`config.mk`:
```
export PLATFORM = sky130hd
export DESIGN_NAME = alu_execute_stage_flat
export DESIGN_NICKNAME = d
export VERILOG_FILES = /design/src/rtl/alu_execute_stage_pkg.sv /design/src/rtl/alu_execute_stage_if.sv /design/src/rtl/alu18_core.sv /design/src/rtl/alu_execute_stage.sv /design/src/flat_wrapper.sv
export SDC_FILE = /design/constraint.sdc
export NUM_CORES = 1
export LEC_CHECK = 0
export CAP_MARGIN = 10
export CORE_ASPECT_RATIO = 1.5
export CORE_MARGIN = 8
export CORE_UTILIZATION = 54
export CTS_BUF_LIST = sky130_fd_sc_hd__clkbuf_4 sky130_fd_sc_hd__clkbuf_8 sky130_fd_sc_hd__clkbuf_16
export CTS_CLUSTER_SIZE = 24
export DETAILED_ROUTE_END_ITERATION = 7
export PLACE_DENSITY = 0.81
export SLEW_MARGIN = 5
export SYNTH_ARGS = -nofsm -noshare
export SYNTH_HDL_FRONTEND = slang
export SYNTH_SLANG_ARGS = --single-unit
```
`constraint.sdc`:
```
create_clock -name C -period 17.97 [get_ports C]
set_input_delay 5.391 -clock C [delete_from_list [all_inputs] [get_ports C]]
set_output_delay 5.391 -clock C [all_outputs]
set_load 0.02 [all_outputs]
```
`src/rtl/alu_execute_stage_pkg.sv`:
```
// Shared constants and types for the 18-bit execute stage.
// Opcode encodings match the decoder.
package alu_execute_stage_pkg;

  localparam int unsigned WIDTH = 18;
  localparam int unsigned REGW  = 4;

  localparam logic [2:0] OP_ADD  = 3'b000;
  localparam logic [2:0] OP_SUB  = 3'b001;
  localparam logic [2:0] OP_AND  = 3'b010;
  localparam logic [2:0] OP_OR   = 3'b011;
  localparam logic [2:0] OP_XOR  = 3'b100;
  localparam logic [2:0] OP_NOT  = 3'b101;
  localparam logic [2:0] OP_PASS = 3'b110;
  localparam logic [2:0] OP_ADDC = 3'b111;

  typedef struct packed {
    logic [WIDTH-1:0] result;
    logic [REGW-1:0]  dest;
    logic             z;
    logic             n;
    logic             c;
    logic             v;
  } entry_t;

  function automatic logic is_arith(input logic [2:0] op);
    return (op == OP_ADD) || (op == OP_SUB) || (op == OP_ADDC);
  endfunction

endpackage

```
`src/rtl/alu_execute_stage_if.sv`:
```
// Operand-in / result-out handshake bundle of the execute stage.
// master = upstream/downstream environment, slave = the stage itself.
interface alu_execute_stage_if;
  import alu_execute_stage_pkg::*;

  logic             In_Valid;
  logic             In_Ready;
  logic [2:0]       Op;
  logic [WIDTH-1:0] A;
  logic [WIDTH-1:0] B;
  logic [REGW-1:0]  Dest;
  logic             Out_Valid;
  logic             Out_Ready;
  logic [WIDTH-1:0] Result;
  logic [REGW-1:0]  Out_Dest;
  logic             Flag_Z;
  logic             Flag_N;
  logic             Flag_C;
  logic             Flag_V;

  modport master (
    output In_Valid, Op, A, B, Dest, Out_Ready,
    input  In_Ready, Out_Valid, Result, Out_Dest, Flag_Z, Flag_N, Flag_C, Flag_V
  );

  modport slave (
    input  In_Valid, Op, A, B, Dest, Out_Ready,
    output In_Ready, Out_Valid, Result, Out_Dest, Flag_Z, Flag_N, Flag_C, Flag_V
  );

endinterface

```
`src/rtl/alu18_core.sv`:
```
// Combinational 18-bit ALU: ripple-carry adder shared by ADD/SUB/ADDC, plus logic ops.
module alu18_core
  import alu_execute_stage_pkg::*;
(
  input  logic [2:0]       op,
  input  logic [WIDTH-1:0] a,
  input  logic [WIDTH-1:0] b,
  input  logic             cin,
  output logic [WIDTH-1:0] result,
  output logic             c,
  output logic             v
);

  logic [WIDTH-1:0] b_eff;
  logic [WIDTH-1:0] sum;
  logic             cy;

  always_comb begin
    b_eff = (op == OP_SUB) ? ~b : b;
    cy    = (op == OP_SUB) ? 1'b1 : ((op == OP_ADDC) ? cin : 1'b0);
    sum   = '0;
    for (int i = 0; i < WIDTH; i++) begin
      sum[i] = a[i] ^ b_eff[i] ^ cy;
      cy     = (a[i] & b_eff[i]) | (cy & (a[i] ^ b_eff[i]));
    end

    result = '0;
    c      = 1'b0;
    v      = 1'b0;
    case (op)
      OP_ADD, OP_SUB, OP_ADDC: begin
        result = sum;
        c      = cy;
        v      = (a[WIDTH-1] == b_eff[WIDTH-1]) & (sum[WIDTH-1] != a[WIDTH-1]);
      end
      OP_AND:  result = a & b;
      OP_OR:   result = a | b;
      OP_XOR:  result = a ^ b;
      OP_NOT:  result = ~a;
      default: result = b;
    endcase
  end

endmodule

```
`src/rtl/alu_execute_stage.sv`:
```
// Registered execute stage: ALU, architectural carry flag and a 2-entry (head + skid) output buffer.
module alu_execute_stage
  import alu_execute_stage_pkg::*;
(
  input logic               C,
  input logic               Reset,
  alu_execute_stage_if.slave bus
);

  entry_t           head_q, head_d, skid_q, skid_d, new_entry;
  logic             head_valid_q, head_valid_d;
  logic             skid_valid_q, skid_valid_d;
  logic             in_ready_q;
  logic             carry_q, carry_d;
  logic             accept, emit;
  logic [WIDTH-1:0] alu_result;
  logic             alu_c, alu_v;

  alu18_core u_core (
    .op     (bus.Op),
    .a      (bus.A),
    .b      (bus.B),
    .cin    (carry_q),
    .result (alu_result),
    .c      (alu_c),
    .v      (alu_v)
  );

  assign accept = bus.In_Valid & in_ready_q;
  assign emit   = head_valid_q & bus.Out_Ready;

  always_comb begin
    new_entry = '{result: alu_result, dest: bus.Dest, z: (alu_result == '0),
                  n: alu_result[WIDTH-1], c: alu_c, v: alu_v};
    head_d       = head_q;
    skid_d       = skid_q;
    head_valid_d = head_valid_q;
    skid_valid_d = skid_valid_q;
    carry_d      = carry_q;

    if (accept && is_arith(bus.Op)) carry_d = alu_c;

    if (!head_valid_q || emit) begin
      if (skid_valid_q) begin
        head_d       = skid_q;
        head_valid_d = 1'b1;
        skid_valid_d = accept;
        if (accept) skid_d = new_entry;
      end else begin
        head_valid_d = accept;
        if (accept) head_d = new_entry;
      end
    end else if (accept) begin
      skid_valid_d = 1'b1;
      skid_d       = new_entry;
    end
  end

  always_ff @(posedge C) begin
    if (Reset) begin
      head_q       <= '0;
      skid_q       <= '0;
      head_valid_q <= 1'b0;
      skid_valid_q <= 1'b0;
      carry_q      <= 1'b0;
      // Ready is already high in the first cycle after reset; the output gate hides it during reset.
      in_ready_q   <= 1'b1;
    end else begin
      head_q       <= head_d;
      skid_q       <= skid_d;
      head_valid_q <= head_valid_d;
      skid_valid_q <= skid_valid_d;
      carry_q      <= carry_d;
      in_ready_q   <= ~skid_valid_d;
    end
  end

  assign bus.In_Ready  = in_ready_q & ~Reset;
  assign bus.Out_Valid = head_valid_q & ~Reset;
  assign bus.Result    = head_q.result;
  assign bus.Out_Dest  = head_q.dest;
  assign bus.Flag_Z    = head_q.z;
  assign bus.Flag_N    = head_q.n;
  assign bus.Flag_C    = head_q.c;
  assign bus.Flag_V    = head_q.v;

endmodule

```
`src/flat_wrapper.sv`:
```
// flat-port wrapper written by rule: the top's interface ports become plain ports
module alu_execute_stage_flat import alu_execute_stage_pkg::*;
  (C, Reset, bus_In_Valid, bus_Op, bus_A, bus_B, bus_Dest, bus_Out_Ready, bus_In_Ready, bus_Out_Valid, bus_Result, bus_Out_Dest, bus_Flag_Z, bus_Flag_N, bus_Flag_C, bus_Flag_V);
  alu_execute_stage_if bus_i ();
  input logic C;
  input logic Reset;
  input wire logic [$bits(bus_i.In_Valid)-1:0] bus_In_Valid;
  input wire logic [$bits(bus_i.Op)-1:0] bus_Op;
  input wire logic [$bits(bus_i.A)-1:0] bus_A;
  input wire logic [$bits(bus_i.B)-1:0] bus_B;
  input wire logic [$bits(bus_i.Dest)-1:0] bus_Dest;
  input wire logic [$bits(bus_i.Out_Ready)-1:0] bus_Out_Ready;
  output wire logic [$bits(bus_i.In_Ready)-1:0] bus_In_Ready;
  output wire logic [$bits(bus_i.Out_Valid)-1:0] bus_Out_Valid;
  output wire logic [$bits(bus_i.Result)-1:0] bus_Result;
  output wire logic [$bits(bus_i.Out_Dest)-1:0] bus_Out_Dest;
  output wire logic [$bits(bus_i.Flag_Z)-1:0] bus_Flag_Z;
  output wire logic [$bits(bus_i.Flag_N)-1:0] bus_Flag_N;
  output wire logic [$bits(bus_i.Flag_C)-1:0] bus_Flag_C;
  output wire logic [$bits(bus_i.Flag_V)-1:0] bus_Flag_V;
  assign bus_i.In_Valid = bus_In_Valid;
  assign bus_i.Op = bus_Op;
  assign bus_i.A = bus_A;
  assign bus_i.B = bus_B;
  assign bus_i.Dest = bus_Dest;
  assign bus_i.Out_Ready = bus_Out_Ready;
  assign bus_In_Ready = bus_i.In_Ready;
  assign bus_Out_Valid = bus_i.Out_Valid;
  assign bus_Result = bus_i.Result;
  assign bus_Out_Dest = bus_i.Out_Dest;
  assign bus_Flag_Z = bus_i.Flag_Z;
  assign bus_Flag_N = bus_i.Flag_N;
  assign bus_Flag_C = bus_i.Flag_C;
  assign bus_Flag_V = bus_i.Flag_V;
  alu_execute_stage u_core (.C(C), .Reset(Reset), .bus(bus_i));
endmodule
```
==> impl_results.md <==
- Placed instance count: 696
- Clock input transition at the sequential cells of the worst setup and hold paths: 0.06 ns
- Startpoint-to-endpoint class of the critical path: in -> reg
- Data arrival time of the critical path: 15.65 ns
- Share of power burned in registers: 0.364
- Post-synthesis share of cell area spent on and, or, nand and nor gates: 0.182
- Endpoint, Worst Hold: u_core.skid_q[22]
- Count of buffers added by post-CTS timing repair for setup: 0
- Sum Neg Setup Slack: 0 ns
- DRC errors left: 0
- Post-Synth XOR/XNOR Area: 0.0376
- DP Wirelength: 9.16 mm
- CP startpoint: bus_Op[1]
- Share of synthesized flip-flops with an asynchronous set or reset: 0
- Hold violation total from the final report: 0
- Final global-route overflow total: 0
- Worst reg2reg path startpoint: u_core.carry_q
- Number of design-rule violations left by the first detailed-router iteration: 226
- Antenna diode count: 0
- Layout cells sized above 1: 0.0401
- EDFF count, synth: 0
- Final setup violation count: 0
- Gate power share: 0.369
- Clock power frac: 0.267
- I/O pin total: 75
- Vertical die dimension: 127 µm
- Detail-routed via count per cell: 5.78
- Buffers from clock root to sink, at most: 2
- Unique masters post-synth: 60
- FMAX: 64.8 MHz
- Switching share of power: 0.329
- Portion of the post-synthesis area used by sequential elements: 0.244
- Wire length of the first global-routing pass: 20.1 mm
- Mapped cell area: 4430 µm²
- GRT Util Overall: 0.214
- Leakage power: 0.00208 µW
- Commonest cells after routing, fill and taps aside: clkdlybuf4s50_1 (73), nand2_1 (60), nor2_1 (56)
- Clock latency on the worst-skew pair: 0.30 ns
- Synthesized flop and latch total: 54
- Setup repair after global routing missed its margin: no
- Hold/Removal Path Class: reg -> reg
- Number of filler instances in the final layout: 718
- Wire length per cell: 17.1 µm
- Cell at the root of the clock tree: clkbuf_16
- Clock period minus worst slack: 15.43 ns
- Fraction of the mapped netlist area in compound gates: 0.200
- Period utilization: 0.859
- Number of antenna violations at the first check in global routing: 0
- Slew at the pin closest to its max-slew limit: 1.04 ns
- Setup clock skew after layout: 0.00296 ns
- Most common cell after layout, fill and taps aside: clkdlybuf4s50_1
- Net Switching: 120 µW
- Initial Util: 0.553
- Critical path fanouts, max: 26
- Syn avg cell area: 8.02 µm²
- Total number of H-tree levels: 2
- Number of global-route vias before repair: 3985
- Number of I/O port buffers: 74
- Number of gates resized after cts: 0
- Number of stages on the worst hold path: 2
- Worst IR Drop VDD: 0.0700 mV
- Max-cap viol count: 0
- Worst slew margin: 0.305
- Area Growth Syn to Fin: 20.2%
- Combinational family with the most area after synthesis: compound AO/OA/AOI/OAI gates
- Gate count of the mapped netlist: 552
- Endpoint class of the critical path: flip-flop
- Startpoint type of the worst setup path: input pin
- Multiplexer share of the synthesized area: 0.0718
- Longest individual stage delay on the worst path: 0.75 ns
- Final Net Count: 700
- HP Start: u_core.skid_q[22]
- Vias after detailed routing: 4068
- DRT antenna net count: 0
- Worst flop-to-flop path endpoint: u_core.bus.Flag_Z
- Worst endpoint required time: 18.19 ns
- Most used flip-flop cell after synthesis: dfxtp_1
- Die X-Extent: 89.9 µm
- Placer congestion estimate: 0.938
- Max-slew violation total from the final report: 0
- Total routed wirelength: 12.0 mm
- Synthesized Nets: 654
- Standard cell with the maximum stage delay on the critical path: clkdlybuf4s50_1
- CP dominant cell by count: fa_1
- PwrDens: 68.4 nW/µm²
- Internal power: 244 µW
- Register-to-register setup slack: 8.63 ns
- Final instance count without filler cells: 704
- First-pass DRT Iterations: 4
- Number of warning messages in the yosys log: 0
- Reg2reg path depth: 29
- TritonCTS buffer count: 5
- Run status: finished, final reports clean
- Hold_buf cts: 0
- Core Region: 8010 µm²
- Rows: 40
- Die outline area: 11400 µm²
- Adder-cell share of the synthesized area: 0.186
- Largest net degree at the start of global routing: 57
- Clk sinks: 54
- CTS tree: done
per-stage QoR:
stage | total power, µW | hold WS (ns) | setup WS (ns) | area (µm²) | util
2_1_floorplan | 219 | 0.436 | 2.95 | 4430 | -
3_3_place_gp | 265 | 0.441 | 2.55 | 5170 | 0.645
3_5_place_dp | 269 | 0.448 | 2.33 | 5170 | 0.645
4_1_cts | 366 | 0.457 | 2.63 | 5320 | 0.664
5_1_grt | 388 | 0.479 | 2.18 | 5320 | 0.664
6_report | 364 | 0.455 | 2.54 | 5320 | 0.664
registers in the layout, summed over array words and instances, names as in the netlist:
name                 flops
u_core.bus.Flag_C        1
u_core.bus.Flag_N        1
u_core.bus.Flag_V        1
u_core.bus.Flag_Z        1
u_core.bus.Out_Dest      4
u_core.bus.Result       17
u_core.carry_q           1
u_core.head_valid_q      1
u_core.in_ready_q        1
u_core.skid_q           25
u_core.skid_valid_q      1
how the worst max path moves through the flow:
stage | depth (start not counted) | end | slack (ns)
2_1_floorplan | 35 | u_core.skid_q[3] | 2.95
3_3_place_gp | 32 | u_core.skid_q[3] | 2.55
3_5_place_dp | 32 | u_core.bus.Flag_Z | 2.33
4_1_cts | 32 | u_core.bus.Flag_Z | 2.63
5_1_grt | 32 | u_core.bus.Flag_Z | 2.18
6_report | 32 | u_core.bus.Flag_Z | 2.54
layer usage:
metal / vias up / part of all wire / routed length [µm] / GRT usage
li1: 1985 / - / - / -
met3: 30 / 0.051 / 616 / 0.0472
met1: 1925 / 0.39 / 4750 / 0.231
met4: 0 / 0.041 / 495 / 0.118
met5: - / 0 / 0 / 0
met2: 128 / 0.51 / 6160 / 0.378
cells in the mapped netlist (all sizes together) (2+ instances only):
master	count	share of area
mux2	2	0.0051
o211ai	9	0.015
nor2b	12	0.017
nor2	58	0.049
nand2b	12	0.017
a211oi	23	0.039
nand2	60	0.051
a22oi	3	0.0051
a21o	2	0.0034
and2	5	0.0071
xnor2	18	0.036
o22ai	6	0.0085
dfxtp	54	0.24
a41oi	3	0.0059
a31oi	4	0.0057
nor3	4	0.0045
mux4	2	0.010
o32ai	3	0.0059
ha	37	0.10
fa	18	0.081
nand3b	3	0.0051
buf	11	0.015
o32a	4	0.0090
a21oi	41	0.046
clkbuf	29	0.025
o21ai	22	0.025
o21a	3	0.0051
inv	43	0.037
mux2i	25	0.057
nand3	9	0.010
a32oi	3	0.0059
area by class of cell:
type / count / area [µm²] / area share
Clock buffer: 7 / 146 / 0.0275
Clock inverter: 1 / 5.00 / 0.000941
Inverter: 44 / 168 / 0.0315
Multi-Input combinational cell: 414 / 3020 / 0.567
Sequential cell: 54 / 1080 / 0.203
Tap cell: 105 / 131 / 0.0247
Timing Repair Buffer: 79 / 773 / 0.145
power by group through the flow:
| stage | clock network, µW | logic [µW] | registers [µW] |
|---|---|---|---|
| 3_5_place_dp | 0 | 134 | 135 |
| 5_1_grt | 106 | 149 | 133 |
| 3_3_place_gp | 0 | 131 | 135 |
| 2_1_floorplan | 0 | 77.2 | 142 |
| 4_1_cts | 99.6 | 134 | 132 |
| 6_report | 97.3 | 134 | 132 |
cell families (layout without fill, tap and decap cells):
logic type,count (synthesis),in the layout
AOI/OAI and AO/OA,136,136
xor gates and xnor gates,19,19
adders and majority gates,55,55
buffers and inverters,84,131
DFF,54,54
muxes,29,29
and+or+nand+nor,175,175
critical path, delay by kind of cell:
kind / cells / cell delay, ns
adder cells (fa/ha/maj): 18 / 7.05
AND/OR/NAND/NOR: 6 / 1.30
buffers and inverters: 4 / 1.24
AO/OA/AOI/OAI: 4 / 0.65
No activity file was read; power rests on OpenSTA's default activity.
